**src/rtl/sasa_block_scheduler.sv**
```systemverilog
// rtl/sasa_block_scheduler.sv - diagonal block sequencer for the SASA attention engine
// Per block: QK fetch over a valid/ready port, then CAM1 and CAM2 phases under a watchdog.
module sasa_block_scheduler #(
  parameter int SEQ_LEN = 16,
  parameter int BLK_WID = 4,
  parameter int TIMEOUT = 255,
  parameter int ADDR_W  = $clog2(SEQ_LEN),
  parameter int BLK_W   = (SEQ_LEN / BLK_WID > 1) ? $clog2(SEQ_LEN / BLK_WID) : 1
) (
  input  logic              clk_i,
  input  logic              reset_i,
  input  logic              start_i,
  input  logic              abort_i,
  output logic              busy_o,
  output logic              done_o,
  output logic              err_o,
  output logic [BLK_W-1:0]  blk_idx_o,
  output logic              rd_valid_o,
  input  logic              rd_ready_i,
  output logic [ADDR_W-1:0] rd_addr_x_o,
  output logic [ADDR_W-1:0] rd_addr_y_o,
  output logic              rd_last_o,
  output logic              cam1_start_o,
  input  logic              cam1_done_i,
  output logic              cam2_start_o,
  input  logic              cam2_done_i
);

  localparam int NBLK = SEQ_LEN / BLK_WID;
  localparam int RC_W = (BLK_WID > 1) ? $clog2(BLK_WID) : 1;
  localparam int WD_W = $clog2(TIMEOUT + 1);
  localparam logic [RC_W-1:0]  RC_MAX  = RC_W'(BLK_WID - 1);
  localparam logic [BLK_W-1:0] BLK_MAX = BLK_W'(NBLK - 1);
  localparam logic [WD_W-1:0]  WD_LAST = WD_W'(TIMEOUT - 1);

  typedef enum logic [2:0] {S_IDLE, S_LOAD, S_CAM1, S_CAM2, S_DONE} state_t;

  state_t           state_q;
  logic             busy_q, done_q, err_q, cam1_start_q, cam2_start_q;
  logic [BLK_W-1:0] blk_idx_q;
  logic [RC_W-1:0]  row_q, col_q;
  logic [WD_W-1:0]  wdog_q;

  // Read port is decoded from state so rd_ready never feeds back into rd_valid.
  assign rd_valid_o  = (state_q == S_LOAD);
  assign rd_last_o   = rd_valid_o && (row_q == RC_MAX) && (col_q == RC_MAX);
  assign rd_addr_x_o = ADDR_W'(int'(blk_idx_q) * BLK_WID + int'(col_q));
  assign rd_addr_y_o = ADDR_W'(int'(blk_idx_q) * BLK_WID + int'(row_q));

  assign busy_o       = busy_q;
  assign done_o       = done_q;
  assign err_o        = err_q;
  assign blk_idx_o    = blk_idx_q;
  assign cam1_start_o = cam1_start_q;
  assign cam2_start_o = cam2_start_q;

  always_ff @(posedge clk_i) begin
    if (reset_i) begin
      state_q      <= S_IDLE;
      busy_q       <= 1'b0;
      done_q       <= 1'b0;
      err_q        <= 1'b0;
      cam1_start_q <= 1'b0;
      cam2_start_q <= 1'b0;
      blk_idx_q    <= '0;
      row_q        <= '0;
      col_q        <= '0;
      wdog_q       <= '0;
    end else if (abort_i && state_q != S_IDLE) begin
      state_q      <= S_IDLE;
      busy_q       <= 1'b0;
      done_q       <= 1'b0;
      cam1_start_q <= 1'b0;
      cam2_start_q <= 1'b0;
    end else begin
      case (state_q)
        S_IDLE: begin
          if (start_i && !abort_i) begin
            state_q   <= S_LOAD;
            busy_q    <= 1'b1;
            err_q     <= 1'b0;
            blk_idx_q <= '0;
            row_q     <= '0;
            col_q     <= '0;
          end
        end
        S_LOAD: begin
          if (rd_ready_i) begin
            if (col_q == RC_MAX) begin
              col_q <= '0;
              if (row_q == RC_MAX) begin
                row_q        <= '0;
                state_q      <= S_CAM1;
                cam1_start_q <= 1'b1;
                wdog_q       <= '0;
              end else begin
                row_q <= row_q + RC_W'(1);
              end
            end else begin
              col_q <= col_q + RC_W'(1);
            end
          end
        end
        S_CAM1: begin
          cam1_start_q <= 1'b0;
          // done is only trusted after the launch cycle; it beats a same-cycle timeout
          if (!cam1_start_q && cam1_done_i) begin
            state_q      <= S_CAM2;
            cam2_start_q <= 1'b1;
            wdog_q       <= '0;
          end else if (wdog_q == WD_LAST) begin
            state_q <= S_IDLE;
            busy_q  <= 1'b0;
            err_q   <= 1'b1;
          end else begin
            wdog_q <= wdog_q + WD_W'(1);
          end
        end
        S_CAM2: begin
          cam2_start_q <= 1'b0;
          if (!cam2_start_q && cam2_done_i) begin
            if (blk_idx_q == BLK_MAX) begin
              state_q <= S_DONE;
              done_q  <= 1'b1;
            end else begin
              blk_idx_q <= blk_idx_q + BLK_W'(1);
              state_q   <= S_LOAD;
            end
          end else if (wdog_q == WD_LAST) begin
            state_q <= S_IDLE;
            busy_q  <= 1'b0;
            err_q   <= 1'b1;
          end else begin
            wdog_q <= wdog_q + WD_W'(1);
          end
        end
        S_DONE: begin
          done_q  <= 1'b0;
          busy_q  <= 1'b0;
          state_q <= S_IDLE;
        end
        default: state_q <= S_IDLE;
      endcase
    end
  end

endmodule

```
**config.mk**
```make
export PLATFORM = sky130hd
export DESIGN_NAME = sasa_block_scheduler
export DESIGN_NICKNAME = d
export VERILOG_FILES = /design/src/rtl/sasa_block_scheduler.sv
export SDC_FILE = /design/constraint.sdc
export NUM_CORES = 1
export LEC_CHECK = 0
export BUFFER_PORTS_ARGS = -buffer_cell sky130_fd_sc_hd__buf_4
export CORE_MARGIN = 3
export CORE_UTILIZATION = 40
export DETAILED_ROUTE_END_ITERATION = 8
export PLACE_DENSITY = 0.68
export SYNTH_ARGS = -nofsm -noshare
export SYNTH_HDL_FRONTEND = slang
export SYNTH_SLANG_ARGS = --single-unit
```
**constraint.sdc**
```tcl
create_clock -name clk_i -period 1.5 [get_ports clk_i]
set_input_delay 0.075 -clock clk_i [delete_from_list [all_inputs] [get_ports clk_i]]
set_output_delay 0.075 -clock clk_i [all_outputs]
set_load 0.1 [all_outputs]
```
==> results.py <==
metrics = {
    "worst_setup_path": {
        "required_ns": 1.42,
        "arrival_ns": 1.56,
        "cp_max_fo": 3,
        "path_class": "flip-flop to output pin",
        "worstSetupStartpointType": "flip-flop",
        "cp-end-kind": "output pin",
    },
    "floorplanning": {
        "core_um2": 3080,
        "dieArea_um2": 3980,
        "boundaryPins": 24,
        "num_rows": 20,
        "die_h_um": 63.1,
        "initial_core_util_pct": 42.4,
        "die_width_um": 63.1,
    },
    "routing": {
        "first_iter_violations": 48,
        "vias": 1455,
        "first_pass_iters": 4,
        "vias_per_cell": 5.57,
        "wirelength_mm": 4.00,
        "avgRoutedWirePerCell_um": 15.3,
        "antenna_left": 0,
        "drc": 0,
    },
    "placed_design": {
        "port-buffer-count": 23,
        "post_dp_cell_area_um2": 1810,
        "place_hpwl_mm": 2.67,
        "post-place-ws_ns": -0.0939,
        "place_congestion": 0.864,
    },
    "timing": {
        "final.setup.tns_ns": -0.428,
        "tightest_slew_ns": 0.431,
        "hold_viol": 0,
        "layout_setup_ws_ns": -0.137,
        "fmax_ghz": 0.611,
        "fin_skew_ns": 0.00324,
        "rsz0062_at_grt": "yes",
        "slew-limit-headroom_pct": 71.2,
        "setup_viol": 10,
        "min_period_over_period_pct": 109,
        "finalHoldWorstSlack_ns": 0.0580,
        "post-route-min-period_ns": 1.64,
        "slew_violations": 0,
    },
    "yosys": {
        "synth_seq_cells": 22,
        "synth_edf_count": 0,
        "synth_cell_type_count": 45,
        "synth_ff_type": "dfxtp_1",
        "synthArstFlopShare_pct": 0,
        "synth_area_per_cell_um2": 8.06,
        "synthesis.nets": 174,
        "yosysMostFrequentCell": "dfxtp_1",
        "yosys.area.top_type": "dfxtp_1",
        "netlist_area_um2": 1310,
        "synthTopCellsByCount": "dfxtp_1 (22), nor2_1 (21), nand2_1 (11)",
        "synth.area.top_cells": "dfxtp_1 (34%), nor2_1 (6.0%), ha_1 (4.8%)",
        "ys_warn_count": 0,
        "synth_top_area_share_pct": 33.7,
        "yosysSeqAreaShare_pct": 33.7,
        "syn_inst": 162,
    },
    "global_route": {
        "grt_use_total_pct": 19.5,
        "grt-ovfl-total": 0,
        "grt_max_degree": 17,
        "grt_pass1_wl_mm": 6.30,
        "grt_pass1_vias": 1386,
        "antenna_found_initial": 0,
    },
    "clocking": {
        "root_buffer": "clkbuf_4",
        "h-tree-depth": 1,
        "clock_path_buffers": 2,
        "cts_tree": "built",
        "clk_latency_ns": 0.32,
        "numCtsBuffers": 3,
        "cts.clk_slew.worst_paths_ns": 0.13,
        "clock-sinks": 22,
    },
    "run_status": {
        "outcome": "finished with violations",
        "violations": "setup timing",
    },
    "job": {
        "maxCapViolCount": 0,
    },
    "min_path": {
        "min_path_type": "primary input to flip-flop",
    },
    "cells_and_area": {
        "post-route-cell-area_um2": 2140,
        "area_growth_pct": 64.2,
        "fin_nets": 230,
        "diodes": 0,
        "drive_above_1_share_pct": 54.8,
    },
    "power_and_ir_drop": {
        "leakage_nw": 0.839,
        "vdd_drop_max_mv": 0.390,
        "p_per_area_nw_per_um2": 615,
    },
}
-- critical path, cell delays in order (launching register included) --
cell and delay, ns:
dfxtp_2 0.38, or3b_4 0.44, inv_12 0.08, and3_4 0.18, buf_12 0.17
-- metrics by stage --
step | cells | utilization (%) | total power, mW
2_1_floorplan | 162 | - | 0.793
3_3_place_gp | 248 | 58.8 | 0.906
3_5_place_dp | 248 | 58.8 | 0.909
4_1_cts | 258 | 65.3 | 1.27
5_1_grt | 261 | 69.6 | 1.37
6_report | 261 | 69.6 | 1.32
-- routing by layer --
layer,vias to the layer above,global-route usage [%],wire [um]
li1,708,-,-
met1,696,24.8,1760
met2,44,33.9,2000
met3,7,2.14,168
met4,0,6.61,63
met5,-,0,0
-- power breakdown --
group          total (mW)  switching [mW]  internal (mW)  leakage [nW]
sequential          0.587         0.00733          0.580         0.186
clock               0.300           0.196          0.104        0.0150
combinational       0.430           0.229          0.201         0.639
-- timing repair --
| action | CTS | global route |
|---|---|---|
| buffers inserted | 5 | 3 |
| hold buffers | 1 | 0 |
| hold endpoints to repair | 1 | 0 |
| endpoints found under the setup margin | 14 | 21 |
| resized for setup | 26 | 31 |
| pin swaps | 17 | 11 |
-- cell usage in the layout, fill, tap and decap left out, drive strengths merged, types with 2 or more instances in the layout --
master and n:
a211oi 2, a21oi 10, a22oi 2, a31oi 6, a41oi 2, and3 4
buf 59, clkbuf 4, dfxtp 22, ha 5, inv 3, mux2i 2
nand2 12, nand2b 7, nand3 9, nand4 4, nor2 22, nor2b 7
nor3 4, nor3b 2, o21ai 11, o41ai 2, or3 2
-- flip-flops by register name (all words and copies together), names as in the netlist --
name / count
wdog_q: 8
busy_o: 1
done_o: 1
cam2_start_o: 1
col_q: 2
state_q: 3
row_q: 2
cam1_start_o: 1
blk_idx_o: 2
err_o: 1
-- final cells by class --
cell class | count | area [um2]
clock buffers | 4 | 26.3
inverters | 3 | 23.8
fillers | 253 | 935
multi-input cells | 128 | 1050
well taps | 44 | 55.1
flip-flops and latches | 22 | 477
repair buffers | 60 | 513
-- logic make-up (layout without fill, tap and decap cells) --
logic type / Yosys count / in the layout / synth area share (%)
buffers and inverters: 12 / 67 / 5.08
adder cells (fa/ha/maj): 5 / 5 / 4.79
AND/OR/NAND/NOR: 77 / 77 / 31.7
flip-flops: 22 / 22 / 33.7
multiplexers: 2 / 2 / 1.53
AO/OA/AOI/OAI: 44 / 44 / 23.1
-- path summary, 6_finish.rpt --
kind                           startpoint                      to  slack (ns)  depth (start not counted)
setup / recovery  state_q[0]$_SDFFE_PP0P_               rd_last_o       -0.14                          4
hold / removal                    reset_i  wdog_q[1]$_SDFFE_PP0P_        0.06                          2
setup reg to reg  state_q[1]$_SDFFE_PP0P_  wdog_q[1]$_SDFFE_PP0P_       -0.04                          6
hold reg to reg       done_o$_SDFFE_PP0P_     done_o$_SDFFE_PP0P_        0.50                          2
No activity file was read; power rests on OpenSTA's default activity.
